[src/rtl/dsp_sample_fifo_if.sv]
// dsp_sample_fifo_if: frame write/read strobes and status bundle for dsp_sample_fifo
interface dsp_sample_fifo_if #(
  parameter int PKT_WIDTH = 16,
  parameter int NUM_CH    = 2,
  parameter int DEPTH     = 8
);
  localparam int FW = NUM_CH * PKT_WIDTH;
  localparam int LW = $clog2(DEPTH + 1);
  logic [FW-1:0] pkt_i;
  logic          pktChanged_i;
  logic          rdEN_i;
  logic          flush_i;
  logic          clrErr_i;
  logic [FW-1:0] pktOut_s_o;
  logic          pktOutChanged_s_o;
  logic [LW-1:0] level_s_o;
  logic          full_s_o;
  logic          empty_s_o;
  logic          priming_s_o;
  logic          overrun_s_o;
  logic          underrun_s_o;
  modport master (
    output pkt_i, pktChanged_i, rdEN_i, flush_i, clrErr_i,
    input  pktOut_s_o, pktOutChanged_s_o, level_s_o, full_s_o, empty_s_o,
           priming_s_o, overrun_s_o, underrun_s_o
  );
  modport slave (
    input  pkt_i, pktChanged_i, rdEN_i, flush_i, clrErr_i,
    output pktOut_s_o, pktOutChanged_s_o, level_s_o, full_s_o, empty_s_o,
           priming_s_o, overrun_s_o, underrun_s_o
  );
endinterface

[src/rtl/dsp_sample_fifo.sv]
// dsp_sample_fifo: multi-channel frame FIFO releasing one frame per sample strobe after priming
module dsp_sample_fifo #(
  parameter int PKT_WIDTH     = 16,
  parameter int NUM_CH        = 2,
  parameter int DEPTH         = 8,
  parameter int PRIME_LEVEL   = 4,
  parameter int UNDERRUN_MODE = 0,
  parameter int OVERRUN_MODE  = 0
) (
  input logic               clkDSP_i,
  input logic               rstDSP_i,
  dsp_sample_fifo_if.slave  s
);
  localparam int FW = NUM_CH * PKT_WIDTH;
  localparam int LW = $clog2(DEPTH + 1);
  localparam int AW = $clog2(DEPTH);
  typedef enum logic {PRIMING, RUNNING} state_t;
  state_t        r_state, w_state_nxt;
  logic [FW-1:0] r_mem [DEPTH];
  logic [AW-1:0] r_wr, r_rd;
  logic [LW-1:0] r_level, w_level_nxt;
  logic [FW-1:0] r_out;
  logic          r_pulse, r_full, r_empty, r_ovr, r_und;
  logic          w_run, w_req_rd, w_rd, w_und, w_fill, w_wr, w_ovr, w_inc, w_store, w_rd_adv;
  assign w_run      = (r_state == RUNNING);
  assign w_req_rd   = s.rdEN_i && !s.flush_i;
  assign w_rd       = w_req_rd && w_run && !r_empty;
  assign w_und      = w_req_rd && w_run && r_empty;
  assign w_fill     = w_req_rd && !w_rd;
  assign w_wr       = s.pktChanged_i && !s.flush_i;
  // a read served this cycle frees the slot, so a full FIFO still accepts the write
  assign w_ovr      = w_wr && r_full && !w_rd;
  assign w_inc      = w_wr && !w_ovr;
  assign w_store    = w_inc || (w_ovr && (OVERRUN_MODE == 1));
  assign w_rd_adv   = w_rd || (w_ovr && (OVERRUN_MODE == 1));
  assign w_level_nxt = s.flush_i ? '0 : r_level + LW'(w_inc) - LW'(w_rd);
  always_comb begin
    w_state_nxt = r_state;
    w_state_nxt = (s.flush_i || w_und) ? PRIMING :
                  (!w_run && r_level >= LW'(PRIME_LEVEL)) ? RUNNING : r_state;
  end
  always_ff @(posedge clkDSP_i or posedge rstDSP_i) begin
    if (rstDSP_i) begin
      r_state <= PRIMING;
      r_wr    <= '0;
      r_rd    <= '0;
      r_level <= '0;
      r_full  <= 1'b0;
      r_empty <= 1'b1;
      r_out   <= '0;
      r_pulse <= 1'b0;
      r_ovr   <= 1'b0;
      r_und   <= 1'b0;
    end else begin
      r_state <= w_state_nxt;
      r_wr    <= s.flush_i ? '0 : r_wr + AW'(w_store);
      r_rd    <= s.flush_i ? '0 : r_rd + AW'(w_rd_adv);
      r_level <= w_level_nxt;
      r_full  <= (w_level_nxt == LW'(DEPTH));
      r_empty <= (w_level_nxt == '0);
      r_pulse <= w_rd || w_fill;
      r_out   <= w_rd ? r_mem[r_rd] : (w_fill && (UNDERRUN_MODE == 1)) ? '0 : r_out;
      r_ovr   <= w_ovr || (r_ovr && !s.clrErr_i);
      r_und   <= w_und || (r_und && !s.clrErr_i);
    end
  end
  always_ff @(posedge clkDSP_i) begin
    if (w_store) r_mem[r_wr] <= s.pkt_i;
  end
  assign s.pktOut_s_o        = r_out;
  assign s.pktOutChanged_s_o = r_pulse;
  assign s.level_s_o         = r_level;
  assign s.full_s_o          = r_full;
  assign s.empty_s_o         = r_empty;
  assign s.priming_s_o       = (r_state == PRIMING);
  assign s.overrun_s_o       = r_ovr;
  assign s.underrun_s_o      = r_und;
endmodule
[src/flat_wrapper.sv]
// flat-port wrapper written by rule: the top's interface ports become plain ports
module dsp_sample_fifo_flat 
#(
  parameter int PKT_WIDTH     = 16,
  parameter int NUM_CH        = 2,
  parameter int DEPTH         = 8,
  parameter int PRIME_LEVEL   = 4,
  parameter int UNDERRUN_MODE = 0,
  parameter int OVERRUN_MODE  = 0
)
  (clkDSP_i, rstDSP_i, s_pkt_i, s_pktChanged_i, s_rdEN_i, s_flush_i, s_clrErr_i, s_pktOut_s_o, s_pktOutChanged_s_o, s_level_s_o, s_full_s_o, s_empty_s_o, s_priming_s_o, s_overrun_s_o, s_underrun_s_o);
  dsp_sample_fifo_if #(.PKT_WIDTH(PKT_WIDTH), .NUM_CH(NUM_CH), .DEPTH(DEPTH)) s_i ();
  input logic clkDSP_i;
  input logic rstDSP_i;
  input wire logic [$bits(s_i.pkt_i)-1:0] s_pkt_i;
  input wire logic [$bits(s_i.pktChanged_i)-1:0] s_pktChanged_i;
  input wire logic [$bits(s_i.rdEN_i)-1:0] s_rdEN_i;
  input wire logic [$bits(s_i.flush_i)-1:0] s_flush_i;
  input wire logic [$bits(s_i.clrErr_i)-1:0] s_clrErr_i;
  output wire logic [$bits(s_i.pktOut_s_o)-1:0] s_pktOut_s_o;
  output wire logic [$bits(s_i.pktOutChanged_s_o)-1:0] s_pktOutChanged_s_o;
  output wire logic [$bits(s_i.level_s_o)-1:0] s_level_s_o;
  output wire logic [$bits(s_i.full_s_o)-1:0] s_full_s_o;
  output wire logic [$bits(s_i.empty_s_o)-1:0] s_empty_s_o;
  output wire logic [$bits(s_i.priming_s_o)-1:0] s_priming_s_o;
  output wire logic [$bits(s_i.overrun_s_o)-1:0] s_overrun_s_o;
  output wire logic [$bits(s_i.underrun_s_o)-1:0] s_underrun_s_o;
  assign s_i.pkt_i = s_pkt_i;
  assign s_i.pktChanged_i = s_pktChanged_i;
  assign s_i.rdEN_i = s_rdEN_i;
  assign s_i.flush_i = s_flush_i;
  assign s_i.clrErr_i = s_clrErr_i;
  assign s_pktOut_s_o = s_i.pktOut_s_o;
  assign s_pktOutChanged_s_o = s_i.pktOutChanged_s_o;
  assign s_level_s_o = s_i.level_s_o;
  assign s_full_s_o = s_i.full_s_o;
  assign s_empty_s_o = s_i.empty_s_o;
  assign s_priming_s_o = s_i.priming_s_o;
  assign s_overrun_s_o = s_i.overrun_s_o;
  assign s_underrun_s_o = s_i.underrun_s_o;
  dsp_sample_fifo #(.PKT_WIDTH(PKT_WIDTH), .NUM_CH(NUM_CH), .DEPTH(DEPTH), .PRIME_LEVEL(PRIME_LEVEL), .UNDERRUN_MODE(UNDERRUN_MODE), .OVERRUN_MODE(OVERRUN_MODE)) u_core (.clkDSP_i(clkDSP_i), .rstDSP_i(rstDSP_i), .s(s_i));
endmodule
[config.mk]
export PLATFORM = sky130hd
export DESIGN_NAME = dsp_sample_fifo_flat
export DESIGN_NICKNAME = d
export VERILOG_FILES = /design/src/rtl/dsp_sample_fifo_if.sv /design/src/rtl/dsp_sample_fifo.sv /design/src/flat_wrapper.sv
export SDC_FILE = /design/constraint.sdc
export NUM_CORES = 1
export LEC_CHECK = 0
export CAP_MARGIN = 20
export CORE_ASPECT_RATIO = 0.8
export CORE_MARGIN = 3
export CORE_UTILIZATION = 49
export CTS_CLUSTER_SIZE = 40
export DETAILED_ROUTE_END_ITERATION = 16
export PLACE_DENSITY = 0.83
export RECOVER_POWER = 25
export SLEW_MARGIN = 20
export SYNTH_ARGS = -nofsm -noshare
export SYNTH_HDL_FRONTEND = slang
export SYNTH_SLANG_ARGS = --single-unit
[constraint.sdc]
create_clock -name clkDSP_i -period 4 [get_ports clkDSP_i]
set_clock_uncertainty 0.2 [all_clocks]
set_input_delay 0.4 -clock clkDSP_i [delete_from_list [all_inputs] [get_ports clkDSP_i]]
set_output_delay 0.4 -clock clkDSP_i [all_outputs]
set_load 0.005 [all_outputs]
======== Word level (Yosys, flattened, before mapping) ========
Memory sizes are Yosys's and may differ from the RTL's. A register that Yosys moved wholly into a read port is not among the register bits.
Index checks and enable logic that the tools add are counted.
cells by class
  add/subtract/negate cells ............... 4
  multipliers ............................. 0
  div/mod/pow operators ................... 0
  order comparisons ....................... 1
  eq/ne operators ......................... 1
  shift operators ......................... 0
  muxes and demuxes ....................... 7
  bitwise logic cells ..................... 1
  reductions and logical operators ........ 24
operator list
  kind                  count
  $logic_and A1 B1 Y1   12
  $add A3 B1 Y3         2
  $logic_not A1 Y1      6
  $mux W3               2
  $add A4 B1 Y4         1
  $eq A4 B4 Y1 const B  1
  $ge A4 B3 Y1 const B  1
  $logic_not A4 Y1      1
  $logic_or A1 B1 Y1    4
  $mux W1               4
  $mux W4               1
  $sub A4 B1 Y4         1
  $reduce_bool A2 Y1    1
  $not A1 Y1            1
storage, ports and cells
  bits in registers ....................... 16
  bits in latches ......................... 0
  bits in writable memories ............... 256
  ROM bits ................................ 0
  bits of input ports ..................... 38
  logic and storage cells ................. 48
  memories kept ........................... 1
memory list
  name          depth  width  rd ports  clocked after memory_dff  write ports  RTL line               source
  u_core.r_mem  8      32     1         1                         1            dsp_sample_fifo.sv:19  logic [FW-1:0] r_mem [DEPTH];

======== Longest topological paths before layout ========
  word-level depth ........................ 12
  depth in mapped cells ................... 10
  gate-level depth less buffers ........... 10

======== Least setup slack after synthesis ========
OpenSTA, ideal clock, no wires.
  path kind ............................... flip-flop to flip-flop
  from .................................... reg u_core.r_empty (netlist: u_core.s.empty_s_o)
  to ...................................... mem u_core.r_mem[0][0] (netlist name) (enable)
  library setup time ...................... 0.468 ns
  arrival ................................. 3.273 ns
  data required time ...................... 3.332 ns
  slack ................................... 0.060 ns
  stages on the path, launching flop included .. 5
  clock period less this slack ............ 3.940 ns
  cell sequence ........................... dfstp_2 > nand3b_1 > a21oi_2 > and2b_1 > nor3b_1
between the ends
  word-level cells in the longest chain between the ends .. 8
ends and longest elaborated chain
  item                           RTL line               source
  start, declared                dsp_sample_fifo.sv:23  logic r_pulse, r_full, r_empty, r_ovr, r_und;
  start signal, assigned         dsp_sample_fifo.sv:60  r_empty <= (w_level_nxt == '0);
  $logic_not A1 Y1               dsp_sample_fifo.sv:27  assign w_rd = w_req_rd && w_run && !r_empty;
  $logic_and A1 B1 Y1            dsp_sample_fifo.sv:27
  $logic_not A1 Y1               dsp_sample_fifo.sv:32  assign w_ovr = w_wr && r_full && !w_rd;
  $logic_and A1 B1 Y1            dsp_sample_fifo.sv:32
  $logic_not A1 Y1               dsp_sample_fifo.sv:33  assign w_inc = w_wr && !w_ovr;
  $logic_and A1 B1 Y1            dsp_sample_fifo.sv:33
  $mux W1                        dsp_sample_fifo.sv:68  if (w_store) r_mem[r_wr] <= s.pkt_i;
  $mux W1 (implied by the code)  dsp_sample_fifo.sv:68
  end, declared                  dsp_sample_fifo.sv:19
Every way passes these cells.

======== Worst setup path after layout ========
  from .................................... in s_flush_i
  to ...................................... reg u_core.r_full (netlist: u_core.s.full_s_o)
between the ends
  word-level cells in the longest chain between the ends .. 12
ends and longest elaborated chain
  item                              RTL line                                      source
  start, declared                   flat_wrapper.sv:18                            input wire logic [$bits(s_i.flush_i)-1:0] s_flush_i;
  $logic_not A1 Y1                  dsp_sample_fifo.sv:26, dsp_sample_fifo.sv:30
  $logic_and A1 B1 Y1               dsp_sample_fifo.sv:26                         assign w_req_rd = s.rdEN_i && !s.flush_i;
  $logic_and A1 B1 Y1 (2 in a row)  dsp_sample_fifo.sv:27
  $logic_not A1 Y1                  dsp_sample_fifo.sv:32
  $logic_and A1 B1 Y1               dsp_sample_fifo.sv:32
  $logic_not A1 Y1                  dsp_sample_fifo.sv:33
  $logic_and A1 B1 Y1               dsp_sample_fifo.sv:33
  $add A4 B1 Y4                     dsp_sample_fifo.sv:36                         assign w_level_nxt = s.flush_i ? '0 : r_level + LW'(w_inc) - LW'(w_rd);
  $sub A4 B1 Y4                     dsp_sample_fifo.sv:36
  $mux W4 (*)                       dsp_sample_fifo.sv:36
  via u_core.w_level_nxt[3]         dsp_sample_fifo.sv:21                         logic [LW-1:0] r_level, w_level_nxt;
  $eq A4 B4 Y1 (*)                  dsp_sample_fifo.sv:59                         r_full <= (w_level_nxt == LW'(DEPTH));
  end signal, assigned              dsp_sample_fifo.sv:59
  end, declared                     dsp_sample_fifo.sv:23
The timed path passes the listed nets; every way through them passes the cells marked *.
A chain may end at the register's enable or synchronous reset.

==> metrics.txt <==
total of max-cap violations 0; pin count of the biggest net entering global routing 57; layout filler cell count 1707; multi-input logic area 0.00264 mm²; GRT overflow 0; min-delay worst type in -> async; fin crit share 70.1%; Slew @ Worst Pin 1.01 ns; Psw 0.00166 W; DRT iter0 DRCs 638; unrepaired setup endpoints after global routing false; die width 180 µm; FF+latch count, synth 304; top_reg_cell synth edfxtp_1; Worst EP arrival 3.02 ns; Crit Path Category in -> reg; port bufs 79; Req. time, crit path 4.22 ns; clock buffer depth 3; area of the core 0.0236 mm²; number of routed nets with antenna violations 0; GR Util All Layers 18.0%; DP HPWL 14000 µm; global-route wire length before repair 37500 µm; Starting Density 50.2%; placed cell count 1071; fmax 357 MHz; post-CTS setup buffer count 0; post_cts resized 0; asr flop ratio synth 15.8%; final cell count without fillers 1125; Pint 0.00572 W; Cell Rows 50; static leakage 4.68 nW; Area Overhead vs Synth 16.9%; Die Area 0.0261 mm²; YS warnings 0; DR DRC count 0; PnR worst setup slack 1.20 ns; clock slew at reported path FFs 0.06 ns; cts hold-fix bufs 0; Storage cell area 0.00889 mm²; Seq pwr share 51.9%; outcome finished clean; Root Driver clkbuf_16; Seq/Total Area, Yosys 75.0%; Sw Share 22.5%; clk_lat worst skew 0.53 ns; placer congestion estimate 0.756; DR pass1 iterations 5; Comb pwr share 12.7%; Worst Setup End Kind flop; Power Total 0.00738 W; setup_tns 0 ns; Layout Nets 837; fraction of layout cells with a size suffix above 1 10.1%; wire per inst 21.4 µm; CTS sink count 304; Synth Area per Inst 17.1 µm²; initial antenna violation count 2; type of origin of the critical path primary input; setup slack after placement 0.664 ns; Slew Viols, Final 0; Unique masters post-synth 37; Clock power frac 35.4%; Post-Syn Nets 742; Peak VDD IR 0.310 mV; min Tclk post-route 2.80 ns; I/O Pins 80; total wire length 24000 µm; CTS HTree Levels 1; PwrDens 533 mW/mm²; Slew HR 33.0%; CTS tree yes; cts bufs inserted 29; Syn Std Cell Area 0.0119 mm²; Vias/cell 5.63; Post-synth EDFFs 256; worst-path fanout max 19; vias in the first global route 6684; vias 6335; Post-Syn Instances 695; Final Hold Viols 0; Setup-failing EPs final 0; Die Ht 145 µm
## per-stage QoR
step	hold slack, ns	area [µm²]	util [%]
final	0.109	13900	58.8
after global routing	0.184	13900	58.8
after CTS	0.133	13900	58.7
after detailed placement	0.264	12900	54.9
after global placement	0.260	12900	54.9
after floorplan	0.270	11900	-
## sequential cells by signal (all words and copies together), names as in the netlist, 3 cells and up
| signal | flops |
|---|---|
| u_core.r_mem | 256 |
| u_core.r_rd | 3 |
| u_core.r_wr | 3 |
| u_core.s.level_s_o | 4 |
| u_core.s.pktOut_s_o | 32 |
## per-layer routing
metal | track usage (%) | wire length, µm | up-vias
li1 | - | - | 2860
met5 | 0 | 7 | -
met2 | 29.1 | 11500 | 250
met4 | 5.06 | 546 | 2
met3 | 2.98 | 1510 | 43
met1 | 25.7 | 10500 | 3180
## worst paths after layout
kind | startpoint | endpoint | slack (ns) | cells past startpoint
max | s_flush_i | u_core.s.full_s_o | 1.20 | 11
min | rstDSP_i | u_core.s.pktOut_s_o[4] | 0.11 | 2
max reg2reg | u_core.s.empty_s_o | u_core.s.full_s_o | 1.32 | 9
min reg2reg | u_core.s.pktOut_s_o[30] | u_core.s.pktOut_s_o[30] | 0.28 | 2
max in group asynchronous | rstDSP_i | u_core.s.pktOut_s_o[20] | 2.74 | 3
min in group clkDSP_i | u_core.s.pktOut_s_o[30] | u_core.s.pktOut_s_o[30] | 0.28 | 2
## critical path: stages
cell and delay [ns]:
clkdlybuf4s50_1 0.41, buf_4 0.19, nor2b_2 0.18, nand3b_2 0.42
inv_2 0.17, nand2b_1 0.13, ha_1 0.30, a21o_1 0.16
a21oi_1 0.15, mux2_2 0.38, nor2b_1 0.13
## cell type report
cell class	count	share of cell area, %
antenna	1	0.0181
tap	312	2.82
timing repair buffer	101	7.17
inverter	9	0.244
multi-input combinational	345	19.0
sequential	304	64.2
clock inverter	14	0.903
clock buffer	39	5.65
## layout by cell type (no fill, tap or decap), types with 3 or more instances in the layout
master and instances:
edfxtp_1 256, mux2i_1 128, nand2_1 68, a22oi_1 64, clkdlybuf4s50_1 58, dfrtp_1 46, nand3_1 32, clkbuf_16 29
dlygate4sd3_1 21, buf_4 19, nor2b_1 8, ha_1 8, clkbuf_1 8, inv_1 7, nor2_1 6, clkinv_2 6
nor2b_2 3, xnor2_1 3, nor3b_2 3, clkinv_1 3, buf_12 3
## cell usage after synthesis, types with 3 or more instances
| cell | n | area share, % |
|---|---|---|
| edfxtp_1 | 256 | 65 |
| mux2i_1 | 128 | 11 |
| nand2_1 | 68 | 2.2 |
| a22oi_1 | 64 | 4.1 |
| dfrtp_1 | 47 | 9.9 |
| nand3_1 | 32 | 1.4 |
| buf_2 | 12 | 0.51 |
| nor2b_1 | 11 | 0.58 |
| clkbuf_1 | 10 | 0.32 |
| ha_1 | 8 | 0.84 |
| inv_1 | 8 | 0.25 |
| nor2_1 | 8 | 0.25 |
| buf_12 | 7 | 1.2 |
| buf_6 | 4 | 0.38 |
| buf_8 | 3 | 0.38 |
| nor3b_1 | 3 | 0.19 |
| xnor2_1 | 3 | 0.22 |
## cells by family after synthesis
logic type	synth area share, %
flip-flops	75.0
AO/OA/AOI/OAI	4.50
buffers and inverters	3.11
AND/OR/NAND/NOR	5.23
XOR/XNOR	0.222
adder cells (fa/ha/maj)	1.01
multiplexers	10.9
## power by group through the flow
stage	registers, W	logic [W]	clock network, W
global placement	0.00389	0.000923	0
floorplan	0.00388	0.000405	0
CTS	0.00383	0.000958	0.00266
global route	0.00386	0.00103	0.00279
finish	0.00383	0.000937	0.00262
detailed placement	0.00390	0.000950	0
Power figures use the tool's default switching activity.
==> RTL change 1, RTL diff (same settings) <==
`NUM_CH` is set to 2 in 3 places; all go to 1.
--- a/src/rtl/dsp_sample_fifo_if.sv
+++ b/src/rtl/dsp_sample_fifo_if.sv
@@ -2,5 +2,5 @@
 interface dsp_sample_fifo_if #(
   parameter int PKT_WIDTH = 16,
-  parameter int NUM_CH    = 2,
+  parameter int NUM_CH    = 1,
   parameter int DEPTH     = 8
 );
--- a/src/rtl/dsp_sample_fifo.sv
+++ b/src/rtl/dsp_sample_fifo.sv
@@ -2,5 +2,5 @@
 module dsp_sample_fifo #(
   parameter int PKT_WIDTH     = 16,
-  parameter int NUM_CH        = 2,
+  parameter int NUM_CH        = 1,
   parameter int DEPTH         = 8,
   parameter int PRIME_LEVEL   = 4,
--- a/src/flat_wrapper.sv
+++ b/src/flat_wrapper.sv
@@ -3,5 +3,5 @@
 #(
   parameter int PKT_WIDTH     = 16,
-  parameter int NUM_CH        = 2,
+  parameter int NUM_CH        = 1,
   parameter int DEPTH         = 8,
   parameter int PRIME_LEVEL   = 4,
Ports: changed (resized s_pktOut_s_o and s_pkt_i); port bits go from 80 to 48. The function was not compared with the original's and may differ.
==> RTL change 1 against the original RTL <==
  * Combinational power fell by 40%
  * Critical path depth fell by 1
  * Setup slack got worse by 240 ps
  * Core utilization rose by 2.5 points
  * Via count fell by 45%
  * Sequential power fell by 47%
  * Final area fell by 45%
  * Area after synthesis fell by 46%
  * Power fell by 43%
  * First-iteration DRC count fell by 53%
  * Wire length fell by 47%
  * Sequential cell count fell by 144
  * Final cell count fell by 43%
  * Critical endpoint unchanged
  * Largest cell class unchanged
==> RTL change 1: results (changes against the original RTL) <==
* Leak at 2.67 nW (-43%)
* Highest Signal Layer: met4
* CP startpoint: s_rdEN_i
* Met3 Resource Use GR at 0.0474 (+0.0176)
* Ys async rst share at 0.200 (+0.0421)
* Nets at 483 (-42%)
* Routability cong. at 0.773 (+2.2%)
* Antenna violations before repair at 0 (-2)
* Fillers at 878 (-49%)
* Sequential area share after synthesis at 0.726 (-0.0237)
* CTS H-tree depth at 4 (+3)
* GR Util All Layers at 0.186 (+0.00576)
* WP data arrival at 3150 ps (+130 ps)
* Vias per cell at 5.49 (-2.6%)
* CTS Buf Count at 17 (-41%)
* Met1 track demand over resource at 0.238 (-0.0190)
* #MultiIn Comb at 201 (-42%)
* Place WS at 683 ps (+18.9 ps)
* Clock Path Buffers at 2 (-1)
* Synth cell types at 41 (+11%)
* Slowest stage delay, CP at 510 ps (+90 ps)
* Antenna cell count at 0 (-1)
* Clock network area share at 0.0785 (+0.0130)
* Top cells by area, synth: edfxtp_1 60%, dfrtp_1 12%, mux2i_1 10%
* Metal2 WL at 6180 um (-46%)
* Run status: finished clean
* Peak supply drop at 0.389 mV (+26%)
* Met2 Usage GRT at 0.310 (+0.0186)
* R2R setup slack at 1270 ps (-50 ps)
* Vias in the first global route at 3689 (-45%)
[RTL change 1: metrics by stage]
step / hold slack [ps] / std cells / instance area (um2)
6_report: 180 / 636 / 7650
5_1_grt: 263 / 636 / 7650
4_1_cts: 278 / 635 / 7630
3_5_place_dp: 263 / 603 / 7030
3_3_place_gp: 269 / 603 / 7030
2_1_floorplan: 270 / 388 / 6390
[RTL change 1: power by group]
part	switching (W)	internal, W	total [W]	leakage [nW]
registers	0.000102	0.00194	0.00204	1.57
logic	0.000236	0.000326	0.000562	0.808
clock network	0.000620	0.00101	0.00163	0.286
total	0.000957	0.00328	0.00423	2.67
[RTL change 1: cells by family (layout without fill, tap and decap cells)]
logic type      Yosys count  in the layout  share of synthesized area
flops                   160            160                      0.726
simple gates             85             85                     0.0697
mux                      65             65                      0.102
compound gates           39             39                     0.0466
buf+inv                  27            104                     0.0325
fa+ha+maj                 9              9                     0.0188
xor+xnor                  3              3                    0.00411
==> RTL change 2, RTL diff (same settings) <==
Made on the original files. Reset style: synchronous (`rstDSP_i`), changed in one clocked block.
--- a/src/rtl/dsp_sample_fifo.sv
+++ b/src/rtl/dsp_sample_fifo.sv
@@ -40,5 +40,5 @@
                   (!w_run && r_level >= LW'(PRIME_LEVEL)) ? RUNNING : r_state;
   end
-  always_ff @(posedge clkDSP_i or posedge rstDSP_i) begin
+  always_ff @(posedge clkDSP_i) begin
     if (rstDSP_i) begin
       r_state <= PRIMING;
Behaviour: differs if rstDSP_i is asserted again (counterexample within 4 cycles, from zero or initial values and one cycle with rstDSP_i high); with rstDSP_i held inactive, the same outputs for 10 cycles.
==> RTL change 2 against the original RTL <==
  * Fmax up 17%
  * Wire length decreased by 4.3%
  * Count of clock-buffer cells in the layout decreased by 7
  * Synthesized cell count increased by 1.0%
  * Sequential cell count unchanged
  * Area after synthesis about the same
  * Setup slack better by 400 ps
  * Final area is 0.44% higher
Power is not compared: it rests on default switching activity, and its combinational part moved more than twofold at a synthesized area within 25%.
==> RTL change 2: results (changes against the original RTL) <==
* Detail Placement HPWL at 13300 um (-4.8%)
* Ys async rst share at 0 (-0.158)
* Pin count of the biggest net entering global routing at 47 (-18%)
* HP Class: in2reg
* Fillers at 1692 (-0.88%)
* Vias in the first global route at 6394 (-4.3%)
* Placed Area at 0.0129 mm2 (-0.50%)
* Routability cong. at 0.761 (+0.69%)
* Synth Area in XOR/XNOR at 0.00370 (+0.00148)
* Layout cells sized above 1 at 0.136 (+0.0348)
* Sequential area share after synthesis at 0.730 (-0.0200)
* Mux cell area share after synthesis at 0.108 (-0.000893)
* Worst path slowest cell: dfxtp_4
* Slowest stage delay, CP at 900 ps (+480 ps)
* Run status: finished clean
* CTS Buf Count at 28 (-3.4%)
* First-pass GRT wire length at 35800 um (-4.5%)
* Antenna violations before repair at 0 (-2)
* Compound-Gate Fraction of Synth Area at 0.0575 (+0.0125)
* Top cells by area, synth: edfxtp_1 65%, mux2i_1 11%, dfxtp_1 8.1%
* Antenna cell count at 0 (-1)
* WP data arrival at 2600 ps (-420 ps)
* Synth cell types at 36 (-2.7%)
* Critical-path maximum fanout at 46 (+27)
* GR Util All Layers at 0.172 (-0.00863)
* Vias at 6244 (-1.4%)
RTL change 2: cell count changes after synthesis, moves of 32 or more:
cell,change
nand2_1,-62
dfxtp_1,+48
dfrtp_1,-47
a21oi_1,+33
nor2_1,+33
nand3_1,-32
nor3_2,+32
RTL change 2: kinds of logic (layout without fill, tap and decap cells):
| family | Yosys count | after routing |
|---|---|---|
| buffers and inverters | 46 | 154 |
| flip-flops | 304 | 304 |
| XOR/XNOR | 5 | 5 |
| adder cells (fa/ha/maj) | 8 | 8 |
| multiplexers | 128 | 128 |
| AO/OA/AOI/OAI | 102 | 102 |
| AND/OR/NAND/NOR | 109 | 109 |
RTL change 2: final timing paths:
| check | startpoint | to | slack, ps | cells after the start |
|---|---|---|---|---|
| max | u_core.r_rd[0]$_SDFF_PP0_ | u_core.s.pktOut_s_o[25]$_SDFFE_PP0P_ | 1600 | 5 |
| min | rstDSP_i | u_core.s.overrun_s_o$_SDFF_PP0_ | 140 | 2 |
| max reg2reg | u_core.r_rd[0]$_SDFF_PP0_ | u_core.s.pktOut_s_o[25]$_SDFFE_PP0P_ | 1600 | 5 |
| min reg2reg | u_core.s.overrun_s_o$_SDFF_PP0_ | u_core.s.overrun_s_o$_SDFF_PP0_ | 280 | 2 |
RTL change 2: through the flow:
stage / std cells / util / worst slack [ps]
detailed placement: 1070 / 0.546 / 1110
global placement: 1070 / 0.546 / 1190
floorplan: 702 / - / 20.0
global route: 1122 / 0.590 / 1480
CTS: 1122 / 0.590 / 1600
finish: 1122 / 0.590 / 1600
RTL change 2: layer usage:
layer  up-vias  wire (um)  global-route usage
li1       2881          -                   -
met4         0        509              0.0541
met2       216      10900               0.280
met1      3104      10300               0.239
met5         -          0                   0
met3        43       1310              0.0278
RTL change 2: power by group:
group          internal [W]  switching, W
clock network       0.00184       0.00112
logic             0.0000484     0.0000786
registers           0.00345    0.00000756
total               0.00534       0.00121
RTL change 2: layout make-up:
cell class	count	area (um2)	share of cell area
clock buffers	32	737	0.0529
clock inverters	20	300	0.0216
inverters	4	15.0	0.00108
multi-input cells	352	2870	0.206
flip-flops and latches	304	8650	0.622
well taps	312	390	0.0280
repair buffers	98	953	0.0685
RTL change 2: worst register-to-register path: cells and delay by family, from the launching register on:
| kind | cells | cell delay (ps) |
|---|---|---|
| AND/OR/NAND/NOR | 1 | 60 |
| AO/OA/AOI/OAI | 2 | 450 |
| multiplexers | 1 | 280 |
| flip-flops | 1 | 900 |
| buffers and inverters | 1 | 390 |
